## src/rtl/instr_prefetch_queue_pkg.sv

```systemverilog
// Shared types for the instruction prefetch queue: the queued {pc, instr} entry and
// the width helper for counters that must hold the value DEPTH itself.
package ifq_pkg;

  localparam int INSTR_BYTES = 4;

  typedef struct packed {
    logic [31:0] pc;
    logic [31:0] instr;
  } ifq_entry_t;

  function automatic int ifq_cnt_w(input int depth);
    return $clog2(depth + 1);
  endfunction

endpackage

```

## src/rtl/instr_prefetch_queue_if.sv

```systemverilog
// Fetch-side buses: instruction memory req/gnt/rvalid channel and the Decode
// valid/ready handoff with redirect. master = prefetch queue, slave = environment.
interface instr_prefetch_queue_if;
  logic        imem_req_o;
  logic [31:0] imem_addr_o32;
  logic        imem_gnt_i;
  logic        imem_rvalid_i;
  logic [31:0] imem_rdata_i32;
  logic        instr_valid_o;
  logic [31:0] instr_o32;
  logic [31:0] pc_o32;
  logic [31:0] pc_plus4_o32;
  logic        instr_ready_i;
  logic        redirect_i;
  logic [31:0] redirect_pc_i32;

  modport master (
    output imem_req_o, imem_addr_o32, instr_valid_o, instr_o32, pc_o32, pc_plus4_o32,
    input  imem_gnt_i, imem_rvalid_i, imem_rdata_i32, instr_ready_i, redirect_i, redirect_pc_i32
  );

  modport slave (
    input  imem_req_o, imem_addr_o32, instr_valid_o, instr_o32, pc_o32, pc_plus4_o32,
    output imem_gnt_i, imem_rvalid_i, imem_rdata_i32, instr_ready_i, redirect_i, redirect_pc_i32
  );
endinterface

```

## src/rtl/instr_prefetch_queue_fifo.sv

```systemverilog
// Circular FIFO of {pc, instr} entries; push visible at the head the next cycle,
// flush empties it in one cycle. Caller guarantees no push when full / pop when empty.
module ifq_fifo
  import ifq_pkg::*;
#(
  parameter  int DEPTH = 4,
  localparam int CW    = ifq_cnt_w(DEPTH),
  localparam int AW    = $clog2(DEPTH)
) (
  input  logic            i_clk,
  input  logic            i_rst_n,
  input  logic            i_push,
  input  logic            i_pop,
  input  logic            i_flush,
  input  ifq_entry_t      i_dat,
  output logic            o_vld,
  output ifq_entry_t      o_head,
  output logic [CW-1:0]   o_occ
);

  ifq_entry_t    r_mem [DEPTH];
  logic [AW-1:0] r_wr_ptr;
  logic [AW-1:0] r_rd_ptr;
  logic [CW-1:0] r_occ;

  always_ff @(posedge i_clk or negedge i_rst_n) begin
    if (!i_rst_n) begin
      r_wr_ptr <= '0;
      r_rd_ptr <= '0;
      r_occ    <= '0;
      for (int i = 0; i < DEPTH; i++) r_mem[i] <= '0;
    end else if (i_flush) begin
      r_wr_ptr <= '0;
      r_rd_ptr <= '0;
      r_occ    <= '0;
    end else begin
      if (i_push) begin
        r_mem[r_wr_ptr] <= i_dat;
        r_wr_ptr        <= r_wr_ptr + AW'(1);
      end
      if (i_pop) r_rd_ptr <= r_rd_ptr + AW'(1);
      r_occ <= r_occ + CW'(i_push) - CW'(i_pop);
    end
  end

  assign o_vld  = (r_occ != '0);
  assign o_head = r_mem[r_rd_ptr];
  assign o_occ  = r_occ;

endmodule

```

## src/rtl/instr_prefetch_queue.sv

```systemverilog
// Fetch front-end: issues in-order word fetches while queue+in-flight credit remains,
// queues responses with their PC; redirect flushes and drops in-flight old-stream words.
module instr_prefetch_queue
  import ifq_pkg::*;
#(
  parameter int          DEPTH    = 4,
  parameter logic [31:0] RESET_PC = 32'h0000_0000
) (
  input  logic                   clk_i,
  input  logic                   reset_i,
  instr_prefetch_queue_if.master bus
);

  localparam int          CW      = ifq_cnt_w(DEPTH);
  localparam logic [CW:0] DEPTH_C = (CW + 1)'(DEPTH);
  localparam logic [31:0] STEP    = 32'(INSTR_BYTES);

  logic [31:0]   r_fetch_pc;
  logic [31:0]   r_resp_pc;
  logic [CW-1:0] r_outst;
  logic [CW-1:0] r_drop;

  logic [CW-1:0] w_occ;
  logic [CW:0]   w_inflight;
  logic [CW-1:0] w_outst_nxt;
  logic          w_credit;
  logic          w_grant;
  logic          w_push;
  logic          w_pop;
  logic          w_fifo_vld;
  logic [31:0]   w_redir_pc;
  ifq_entry_t    w_push_dat;
  ifq_entry_t    w_head;

  assign w_inflight  = {1'b0, w_occ} + {1'b0, r_outst};
  assign w_credit    = (w_inflight < DEPTH_C);
  assign w_grant     = bus.imem_req_o & bus.imem_gnt_i;
  assign w_outst_nxt = r_outst + CW'(w_grant) - CW'(bus.imem_rvalid_i);
  assign w_redir_pc  = bus.redirect_pc_i32 & ~32'h3;

  // Only live responses enter the queue; the redirect cycle's own response is old-stream.
  assign w_push     = bus.imem_rvalid_i & (r_drop == '0) & ~bus.redirect_i;
  assign w_pop      = w_fifo_vld & bus.instr_ready_i & ~bus.redirect_i;
  assign w_push_dat = '{pc: r_resp_pc, instr: bus.imem_rdata_i32};

  always_ff @(posedge clk_i or negedge reset_i) begin
    if (!reset_i) begin
      r_fetch_pc <= RESET_PC;
      r_resp_pc  <= RESET_PC;
      r_outst    <= '0;
      r_drop     <= '0;
    end else begin
      r_outst <= w_outst_nxt;
      if (bus.redirect_i) begin
        r_fetch_pc <= w_redir_pc;
        r_resp_pc  <= w_redir_pc;
        r_drop     <= w_outst_nxt;
      end else begin
        if (w_grant) r_fetch_pc <= r_fetch_pc + STEP;
        if (bus.imem_rvalid_i && (r_drop != '0)) r_drop <= r_drop - CW'(1);
        if (w_push) r_resp_pc <= r_resp_pc + STEP;
      end
    end
  end

  ifq_fifo #(.DEPTH(DEPTH)) u_fifo (
    .i_clk   (clk_i),
    .i_rst_n (reset_i),
    .i_push  (w_push),
    .i_pop   (w_pop),
    .i_flush (bus.redirect_i),
    .i_dat   (w_push_dat),
    .o_vld   (w_fifo_vld),
    .o_head  (w_head),
    .o_occ   (w_occ)
  );

  // Outputs are forced low while reset is held, independent of register contents.
  assign bus.imem_req_o    = reset_i & w_credit;
  assign bus.imem_addr_o32 = reset_i ? r_fetch_pc : '0;
  assign bus.instr_valid_o = reset_i & w_fifo_vld;
  assign bus.instr_o32     = reset_i ? w_head.instr : '0;
  assign bus.pc_o32        = reset_i ? w_head.pc : '0;
  assign bus.pc_plus4_o32  = reset_i ? (w_head.pc + STEP) : '0;

endmodule

```

## src/flat_wrapper.sv

```systemverilog
// flat-port wrapper written by rule: the top's interface ports become plain ports
module instr_prefetch_queue_flat import ifq_pkg::*;
#(
  parameter int          DEPTH    = 4,
  parameter logic [31:0] RESET_PC = 32'h0000_0000
)
  (clk_i, reset_i, bus_imem_req_o, bus_imem_addr_o32, bus_instr_valid_o, bus_instr_o32, bus_pc_o32, bus_pc_plus4_o32, bus_imem_gnt_i, bus_imem_rvalid_i, bus_imem_rdata_i32, bus_instr_ready_i, bus_redirect_i, bus_redirect_pc_i32);
  instr_prefetch_queue_if bus_i ();
  input  logic clk_i;
  input  logic reset_i;
  output wire logic [$bits(bus_i.imem_req_o)-1:0] bus_imem_req_o;
  output wire logic [$bits(bus_i.imem_addr_o32)-1:0] bus_imem_addr_o32;
  output wire logic [$bits(bus_i.instr_valid_o)-1:0] bus_instr_valid_o;
  output wire logic [$bits(bus_i.instr_o32)-1:0] bus_instr_o32;
  output wire logic [$bits(bus_i.pc_o32)-1:0] bus_pc_o32;
  output wire logic [$bits(bus_i.pc_plus4_o32)-1:0] bus_pc_plus4_o32;
  input wire logic [$bits(bus_i.imem_gnt_i)-1:0] bus_imem_gnt_i;
  input wire logic [$bits(bus_i.imem_rvalid_i)-1:0] bus_imem_rvalid_i;
  input wire logic [$bits(bus_i.imem_rdata_i32)-1:0] bus_imem_rdata_i32;
  input wire logic [$bits(bus_i.instr_ready_i)-1:0] bus_instr_ready_i;
  input wire logic [$bits(bus_i.redirect_i)-1:0] bus_redirect_i;
  input wire logic [$bits(bus_i.redirect_pc_i32)-1:0] bus_redirect_pc_i32;
  assign bus_imem_req_o = bus_i.imem_req_o;
  assign bus_imem_addr_o32 = bus_i.imem_addr_o32;
  assign bus_instr_valid_o = bus_i.instr_valid_o;
  assign bus_instr_o32 = bus_i.instr_o32;
  assign bus_pc_o32 = bus_i.pc_o32;
  assign bus_pc_plus4_o32 = bus_i.pc_plus4_o32;
  assign bus_i.imem_gnt_i = bus_imem_gnt_i;
  assign bus_i.imem_rvalid_i = bus_imem_rvalid_i;
  assign bus_i.imem_rdata_i32 = bus_imem_rdata_i32;
  assign bus_i.instr_ready_i = bus_instr_ready_i;
  assign bus_i.redirect_i = bus_redirect_i;
  assign bus_i.redirect_pc_i32 = bus_redirect_pc_i32;
  instr_prefetch_queue #(.DEPTH(DEPTH), .RESET_PC(RESET_PC)) u_core (.clk_i(clk_i), .reset_i(reset_i), .bus(bus_i));
endmodule
```

## config.mk

```make
export PLATFORM = sky130hd
export DESIGN_NAME = instr_prefetch_queue_flat
export DESIGN_NICKNAME = d
export VERILOG_FILES = /design/src/rtl/instr_prefetch_queue_pkg.sv /design/src/rtl/instr_prefetch_queue_if.sv /design/src/rtl/instr_prefetch_queue_fifo.sv /design/src/rtl/instr_prefetch_queue.sv /design/src/flat_wrapper.sv
export SDC_FILE = /design/constraint.sdc
export NUM_CORES = 1
export LEC_CHECK = 0
export ABC_CLOCK_PERIOD_IN_PS = 3900
export BUFFER_PORTS_ARGS = -buffer_cell sky130_fd_sc_hd__buf_2
export CORE_MARGIN = 3
export CORE_UTILIZATION = 30
export CTS_BUF_LIST = sky130_fd_sc_hd__clkbuf_2
export CTS_CLUSTER_SIZE = 12
export DETAILED_ROUTE_END_ITERATION = 12
export PLACE_DENSITY_LB_ADDON = 0.1
export SLEW_MARGIN = 20
export SYNTH_ARGS = -nofsm -noshare
export SYNTH_HDL_FRONTEND = slang
export SYNTH_SLANG_ARGS = --single-unit
```

## constraint.sdc

```tcl
create_clock -name clk_i -period 3.9 [get_ports clk_i]
set_input_delay 0.78 -clock clk_i [delete_from_list [all_inputs] [get_ports clk_i]]
set_output_delay 0.78 -clock clk_i [all_outputs]
set_load 0.02 [all_outputs]
```

* After elaboration in Yosys (flattened, before gate mapping)
Cells that the tools add are included.
** Word-level totals
- Register bits after elaboration :: 333
- Output and inout bits :: 130
** Operators by class
- Add/sub/neg operators :: 11
- Order comparisons :: 4
- Multiplexer cells :: 21
- Bitwise logic cells :: 10
- Reduce and logical (&&, ||, !) cells :: 10
** Operator list (number)
- 256-bit bitwise mux :: 1
- 32-bit 2-to-1 mux :: 8
- 64-bit 2-to-1 mux :: 3
- 64-bit binary-select mux with 2-bit select :: 1
- 64-bit demux with 2-bit select :: 1
- 32-bit by 3-bit adder with 32-bit output (second input constant) :: 3
- 3-bit 2-to-1 mux :: 3
- 2-bit 2-to-1 mux :: 4
- 2-bit nonzero test :: 4
- 1-bit bitwise AND :: 7
- 3-bit by 1-bit adder with 3-bit output :: 2
- 3-bit >= comparator (second input constant) :: 2
- 2-bit inverter with 3-bit output :: 2
- 3-bit nonzero test :: 2
- 3-bit by 1-bit subtractor with 3-bit output :: 2
- 2-bit by 1-bit adder with 2-bit output (second input constant) :: 2
- 3-bit by 3-bit adder with 4-bit output :: 1
- 4-bit by 3-bit less-than comparator with 1-bit output (second input constant) :: 1
- 3-bit zero test :: 1
- 3-bit by 1-bit less-than comparator with 1-bit output (second input constant) :: 1
- 3-bit by 1-bit subtractor with 3-bit output (second input constant) :: 1
- 1-bit logical AND :: 2
- 2-bit AND reduction :: 1
- 1-bit inverter :: 1

* Logic depth before layout (Yosys ltp)
Gate-level depths: netlist of run 1.
- Word-level depth :: 7
- Gate-level depth with buffers :: 10
- Mapped depth without buffers :: 10

* Modules after synthesis
From an unflattened synthesis of run 1, not the netlist that was laid out.
** Unflattened totals
- Cells, all modules :: 1334
- Area total of the unflattened synthesis :: 17817.1 um2
** Modules (own cells, without submodules)
- ifq_fifo :: instances 1, cells each 658, area an instance 12379.4 um2, seq. area each 6581.3 um2
- instr_prefetch_queue :: instances 1, cells each 676, area an instance 5437.7 um2, seq. area each 1651.6 um2

* Least setup slack after synthesis of run 1
No wires, ideal clock.
- Path type :: reg2out
- Start point :: register u_core.u_fifo.r_rd_ptr[0]
- End point :: output bus_pc_plus4_o32[24]
- Arrival time :: 2.717 ns
- Required time :: 3.120 ns
- Setup slack :: 0.403 ns
- Cell stages (with the launch flop) :: 10
- Cells stage by stage :: dfrtp_1 -> buf_6 -> buf_12 -> mux4_2 -> ha_1 -> nand3_4 -> or3_1 -> buf_2 -> or4_1 -> a21oi_1
** Between the ends
- Longest elaborated chain between the ends :: 6
** Ends and longest elaborated chain
- start: declaration :: line instr_prefetch_queue_fifo.sv:23 : logic [AW-1:0] r_rd_ptr;
- start signal: assignment :: line instr_prefetch_queue_fifo.sv:41 : if (i_pop) r_rd_ptr <= r_rd_ptr + AW'(1);
- 2-bit inverter with 3-bit output (implied by the code) :: line instr_prefetch_queue_fifo.sv:47 : assign o_head = r_mem[r_rd_ptr];
- 64-bit binary-select mux with 2-bit select :: line instr_prefetch_queue_fifo.sv:47
- 64-bit 2-to-1 mux (implied by the code) (2 in series) :: line instr_prefetch_queue_fifo.sv:47
- 32-bit by 3-bit adder with 32-bit output :: line instr_prefetch_queue.sv:84 : assign bus.pc_plus4_o32 = reset_i ? (w_head.pc + STEP) : '0;
- 32-bit 2-to-1 mux :: line instr_prefetch_queue.sv:84
- end: declaration :: line flat_wrapper.sv:16 : output wire logic [$bits(bus_i.pc_plus4_o32)-1:0] bus_pc_plus4_o32;
Every way passes these cells. The select of a mux whose other input is x is not followed.

* Worst setup path after layout of run 1
- Start point :: register u_core.u_fifo.r_rd_ptr[0]
- End point :: output bus_pc_plus4_o32[23]
The elaborated chain is that of the path after synthesis.

==> results of run 1 <==
area by class of cell:
type	count	area share, %
Multi-Input combinational cell	854	39.0
Inverter	37	0.676
Timing Repair Buffer	334	12.9
Clock buffer	134	3.27
Sequential cell	321	39.1
Antenna cell	2	0.0244
Tap cell	688	4.19
Clock inverter	20	0.829
worst max-delay path, delay by kind of cell (launching register included):
family | cells | cell delay, ns
DFF | 1 | 0.52
buffers and inverters | 4 | 0.57
AOI/OAI and AO/OA | 1 | 0.16
and+or+nand+nor | 3 | 0.99
muxes | 1 | 0.41
state kept, by name, summed over array words and instances (netlist names):
signal and flops:
u_core.u_fifo.r_mem 248, u_core.r_fetch_pc 30, u_core.r_outst 3, u_core.r_drop 3
u_core.u_fifo.r_rd_ptr 2, u_core.u_fifo.o_occ 3, u_core.r_resp_pc 30, u_core.u_fifo.r_wr_ptr 2
cell families (layout without fill, tap and decap cells):
kind of cell    after synthesis  after routing  share of synthesized area, %
simple gates                352            353                          11.9
mux                         336            336                          27.6
flops                       321            321                          49.3
buf+inv                     128            525                          3.61
compound gates               83             83                          2.94
xor+xnor                     59             59                          3.17
fa+ha+maj                    17             17                          1.40
other cells                   1              8                        0.0230
timing repair:
| action | 4_1_cts | 5_1_grt |
|---|---|---|
| endpoints found under the hold margin | 439 | 0 |
| gates cloned | 5 | 0 |
| setup endpoints to repair | 64 | 29 |
| hold buffers | 61 | 0 |
| pin swaps | 22 | 16 |
| gates resized for setup | 107 | 45 |
| setup buffers | 42 | 11 |
through the flow:
| stage | TNS [ns] | std cells |
|---|---|---|
| 4_1_cts | -11.90 | 2378 |
| 3_5_place_dp | 0 | 2116 |
| 3_3_place_gp | 0 | 2116 |
| 2_1_floorplan | 0 | 1302 |
| 6_report | -8.58 | 2390 |
| 5_1_grt | -13.72 | 2389 |
path summary, 6_finish.rpt:
path                       slack, ns                  endpoint  cells past startpoint                      start
max reg2reg                     0.96     u_core.r_fetch_pc[31]                      6     u_core.u_fifo.o_occ[1]
min reg2reg                     0.48  u_core.u_fifo.r_mem[109]                      2   u_core.u_fifo.r_mem[109]
max                            -0.55      bus_pc_plus4_o32[23]                      9  u_core.u_fifo.r_rd_ptr[0]
max in group asynchronous       2.10   u_core.u_fifo.r_mem[55]                      4                    reset_i
min in group asynchronous       0.47  u_core.u_fifo.r_mem[117]                      3                    reset_i
min                             0.17     u_core.r_fetch_pc[29]                      3    bus_redirect_pc_i32[29]
where the power goes:
part           leakage (nW)  total, mW  internal (mW)  switching (mW)
Combinational          4.88       5.37           2.74            2.63
Sequential             4.18       4.57           4.09           0.480
Clock                 0.624       2.59           1.11            1.48
layer usage:
| metal | track usage (%) | vias to the layer above | routed length, um |
|---|---|---|---|
| li1 | - | 5371 | - |
| met1 | 22.6 | 5999 | 21700 |
| met2 | 26.6 | 263 | 22200 |
| met3 | 4.15 | 59 | 2430 |
| met4 | 5.22 | 0 | 808 |
| met5 | 0 | - | 0 |
cell usage in the layout (no fill, tap or decap), types with 4 or more instances in the layout:
cell,netlist,routed
buf_16,0,5
xnor2_1,32,31
buf_6,4,28
nor4_1,21,16
buf_2,7,160
buf_12,1,11
mux4_2,56,62
buf_4,6,64
nand2_1,58,53
nor2_1,64,63
ha_1,15,14
and3_1,9,9
buf_8,0,5
dlygate4sd3_1,0,61
nor3_1,16,7
nand3_1,27,26
mux2_4,0,7
clkbuf_2,0,134
and4_1,9,6
a31oi_1,15,15
inv_1,37,35
nor3_4,0,6
dfrtp_1,321,319
o21ai_0,39,39
and2_1,85,82
clkinv_1,0,14
nand4_1,16,16
mux2_2,262,261
nand2_2,0,5
xor2_1,27,26
mux2i_1,4,4
nor4_4,0,5
or3_1,20,17
a21oi_1,15,12
conb_1,1,6
==> impl_metrics.json, run 1 <==
{
  "slowest_delay_ns": 0.52,
  "drv_slew": 0,
  "regArea_sq_mm": 0.00804,
  "avgSynthCellArea_sq_um": 12.6,
  "utilization_pct": 38.6,
  "critPathLaunchType": "flip-flop",
  "yosysTopAreaCell": "dfrtp_1",
  "grt_max_degree": 134,
  "synth_edf_count": 0,
  "gp_congestion": 0.744,
  "fmax_mhz": 225,
  "p_leak_nw": 9.68,
  "synth.most_common_cell": "dfrtp_1",
  "dpl_cell_area_sq_mm": 0.0180,
  "whs_ns": 0.173,
  "min_period_over_period_pct": 114,
  "ir_drop_mv": 0.223,
  "n_fill_cell": 5235,
  "vias": 11692,
  "post-place-ws_ns": 0.270,
  "synth.area.top_cells": "dfrtp_1 49%, mux2_2 18%, mux4_2 7.7%",
  "core_area_sq_mm": 0.0532,
  "hold_violations": 0,
  "seq_area_frac_synth_pct": 49.3,
  "path_max_fanout": 6,
  "yosys-top-cells-count": "321 x dfrtp_1, 262 x mux2_2, 85 x and2_1, 66 x clkbuf_1, 64 x nor2_1",
  "io_buffer_count": 191,
  "multi_input_area_sq_mm": 0.00801,
  "cts.reportedPaths.clkPinSlew_ns": 0.10,
  "grt_antenna_before_repair": 1,
  "worstMarginPinSlew_ns": 0.831,
  "dr.pass1.iters": 5,
  "nets": 1728,
  "maxCapViolCount": 0,
  "die_width_um": 239,
  "clock_skew_ns": 0.115,
  "p_per_area_mw_per_mm2": 610,
  "grt_overflow_total": 0,
  "drive_gt1_share_pct": 46.9,
  "relSlewSlack_pct": 44.6,
  "synth_seq_cells": 321,
  "status": "finished with violations",
  "grt_pass1_vias": 12570,
  "netlist_area_sq_mm": 0.0163,
  "rsz0062_at_grt": "true",
  "slowest_stage": "dfrtp_4",
  "wl_um": 47100,
  "clk_latency_ns": 1.06,
  "clockBufferDepth": 3,
  "critPathArrivalTime_ns": 3.67,
  "cts.sinks": 321,
  "grtUsageTotal_pct": 16.7,
  "ctsRootBufferMaster": "clkbuf_2",
  "hpwlAfterDp_um": 30400,
  "start_util_pct": 30.6,
  "crit_type": "reg2out",
  "drt_iter0_drc": 527,
  "fin_ws_ns": -0.548,
  "avgViaCountPerCell": 4.89,
  "h-tree-depth": 3,
  "wl_per_cell_um": 19.7,
  "design_area_sq_mm": 0.0205,
  "finalPower_mw": 12.5,
  "cts-buffers-inserted": 93,
  "hold_path_class": "in2reg",
  "ys.flop_type": "dfrtp_1",
  "setup_violations": 25,
  "path_cells": "buf_12 > buf_6 > mux4_2 > nand4_4 > or3_4 > buf_6 > or3_4 > a21oi_2 > buf_6",
  "cts_tree": "yes",
  "area_delta_synth_final_pct": 26.0,
  "cp-end-kind": "output pin",
  "yosysWarnings": 0,
  "yosys.cell_types.count": 57,
  "cp.required_ns": 3.12,
  "num_rows": 84,
  "fp.dieH_um": 239,
  "violations": "setup timing",
  "synthCells": 1297,
  "ant_nets": 0,
  "grt_pass1_wl_um": 73900,
  "async_reset_ff_share_pct": 100,
  "crit_top_cell": "buf_6",
  "drc": 0,
  "fin_crit_ns": 4.45,
  "dieArea_sq_mm": 0.0571,
  "io_pins": 200,
  "synth_top_area_share_pct": 49.3
}
Note: power is estimated with default switching activity, not from simulation.
==> inputs of run 2 (changes only) <==
--- a/config.mk
+++ b/config.mk
@@ -7,7 +7,8 @@
 export LEC_CHECK = 0
 export ABC_CLOCK_PERIOD_IN_PS = 3900
 export BUFFER_PORTS_ARGS = -buffer_cell sky130_fd_sc_hd__buf_2
-export CORE_MARGIN = 3
+export CAP_MARGIN = 20
+export CORE_MARGIN = 10
 export CORE_UTILIZATION = 30
 export CTS_BUF_LIST = sky130_fd_sc_hd__clkbuf_2
 export CTS_CLUSTER_SIZE = 12
==> run 2 against run 1 <==
Net effect: the flow still finishes with violations (setup timing); final cell count barely moved; count of clock-buffer cells in the layout fell by 1; clock power fell by 5%; sequential power barely moved; hold slack improved by 0.0014 ns; register-to-register slack improved by 0.15 ns; first-iteration DRC count rose by 5.5%; setup slack improved by 0.064 ns; design area fell by 1.0%; sequential share of layout area rose by 0.41 points; total power fell by 3.3%; critical endpoint is now bus_pc_plus4_o32[28].
==> impl_metrics.json, run 2 (synthesis gave the netlist of run 1 again) <==
{
  "avgViaCountPerCell": 4.86,
  "grt_pass1_vias": 12460,
  "cts.sinks": 321,
  "multi_input_area_sq_mm": 0.00802,
  "status": "finished with violations",
  "finalPower_mw": 12.1,
  "dieArea_sq_mm": 0.0640,
  "vias": 11619,
  "wl_per_cell_um": 20.0,
  "io_buffer_count": 191,
  "grt_pass1_wl_um": 74500,
  "reg2reg_slack_ns": 1.11,
  "grt_overflow_total": 0,
  "critPathArrivalTime_ns": 3.60,
  "regToRegStartpoint": "u_core.u_fifo.o_occ[1]",
  "drc": 0,
  "drt_iter0_drc": 556,
  "cts.reportedPaths.clkPinSlew_ns": 0.09,
  "wl_um": 47800,
  "die_width_um": 253,
  "maxCapViolCount": 0,
  "regArea_sq_mm": 0.00804,
  "reg2reg_depth": 6,
  "hpwlAfterDp_um": 31100,
  "top_register": "u_core.u_fifo.r_mem",
  "cp-end-kind": "output pin",
  "relSlewSlack_pct": 34.0,
  "r2r-end": "u_core.r_fetch_pc[31]",
  "path_max_fanout": 7,
  "critPathTopFamily": "simple AND/OR/NAND/NOR gates",
  "whs_ns": 0.175,
  "area_delta_synth_final_pct": 24.7,
  "drv_slew": 0,
  "fin_setup_tns_ns": -8.10,
  "crit_type": "reg2out",
  "violations": "setup timing",
  "gp_congestion": 0.764,
  "dpl_cell_area_sq_mm": 0.0180,
  "fin_ws_ns": -0.484,
  "nets": 1719,
  "cts_tree": "yes",
  "h-tree-depth": 3,
  "utilization_pct": 37.8,
  "num_rows": 85,
  "grt_max_degree": 148,
  "layout_common_cells": "319 x dfrtp_1, 261 x mux2_2, 165 x buf_2",
  "fmax_mhz": 228,
  "ctsRootBufferMaster": "clkbuf_2",
  "path_cells": "buf_16 > mux4_2 > inv_1 > nor4_2 > or4b_1 > a21oi_1 > buf_2",
  "grt_antenna_before_repair": 3,
  "top_regs": "u_core.u_fifo.r_mem (248), u_core.r_fetch_pc (30), u_core.r_resp_pc (30)",
  "fin_crit_ns": 4.38,
  "clock_skew_ns": 0.104,
  "post-place-ws_ns": 0.179,
  "largest_reg_flops": 248,
  "worstSetupStartpoint": "u_core.u_fifo.r_rd_ptr[0]",
  "crit_buf_inv": 3,
  "stdcell_count": 2391,
  "mostFrequentLayoutCell": "dfrtp_1",
  "place_inst": 2123,
  "worstMarginPinSlew_ns": 0.988,
  "critPathLaunchType": "flip-flop",
  "grtUsageTotal_pct": 15.0,
  "setup_violations": 25,
  "drive_gt1_share_pct": 46.4,
  "fp.dieH_um": 253,
  "rsz0062_at_grt": "true",
  "n_fill_cell": 5353,
  "clk_latency_ns": 1.04,
  "dr.pass1.iters": 5,
  "hold_path_class": "in2reg",
  "ir_drop_mv": 0.222,
  "slowest_stage": "dfrtp_4",
  "design_area_sq_mm": 0.0203,
  "clockBufferDepth": 3,
  "ant_nets": 0,
  "p_per_area_mw_per_mm2": 596,
  "start_util_pct": 30.3,
  "crit_cells": 7,
  "hold_violations": 0,
  "crit_end": "bus_pc_plus4_o32[28]",
  "cp.required_ns": 3.12,
  "core_area_sq_mm": 0.0538,
  "slowest_delay_ns": 0.59,
  "p_leak_nw": 9.60,
  "io_pins": 200,
  "min_period_over_period_pct": 112,
  "cts-buffers-inserted": 91
}
-- run 2: changes by cell type in the layout (fill, tap and decap cells not counted), moves of 3 or more --
cell / before / now
buf_16: 5 / 2
buf_2: 160 / 165
nand2_4: 0 / 3
nand2_2: 5 / 1
buf_6: 28 / 18
-- run 2: layout make-up --
class                           instances  share of cell area (%)
Clock buffer                          133                    3.28
Inverter                               37                   0.683
Antenna cell                            2                  0.0246
Clock inverter                         21                   0.597
Multi-Input combinational cell        855                    39.4
Sequential cell                       321                    39.6
Timing Repair Buffer                  326                    12.1
Tap cell                              696                    4.29
-- run 2: worst reg2reg max path: stages (launching register included) --
cell and delay (ns):
dfrtp_1 0.45, ha_1 0.23, nor4b_2 0.46, nand3_1 0.29, or4b_1 0.71, or4_1 0.44
a31oi_1 0.16
-- run 2: timing repair --
action / CTS / global route
pin swaps: 14 / 8
setup buffers: 36 / 11
resized for setup: 89 / 30
endpoints found under the hold margin: 453 / 0
endpoints found under the setup margin: 30 / 57
hold buffers: 62 / 0
gates cloned: 4 / 0
-- run 2: layer usage --
layer  global-route usage (%)  vias to the layer above  wire length, um
li1                         -                     5373                -
met1                     19.6                     5890            21900
met2                     23.3                      288            22000
met3                     4.31                       64             3070
met4                     5.02                        4              800
met5                        0                        -               34
-- run 2: power by group --
| group | internal [mW] | switching [mW] | leakage, nW |
|---|---|---|---|
| clock | 0.973 | 1.47 | 0.609 |
| combinational | 2.53 | 2.55 | 4.81 |
| sequential | 4.09 | 0.501 | 4.18 |
-- run 2: worst min path at each step --
stage,from,to,depth (start not counted),slack [ns]
floorplan,u_core.u_fifo.r_mem[173],u_core.u_fifo.r_mem[173],2,0.44
global placement,u_core.u_fifo.r_mem[45],u_core.u_fifo.r_mem[45],2,0.45
detailed placement,u_core.u_fifo.r_mem[48],u_core.u_fifo.r_mem[48],2,0.47
CTS,bus_instr_ready_i,u_core.u_fifo.r_rd_ptr[1],4,0.004
global route,bus_redirect_pc_i32[25],u_core.r_resp_pc[25],3,0.06
finish,bus_redirect_pc_i32[25],u_core.r_resp_pc[25],3,0.17
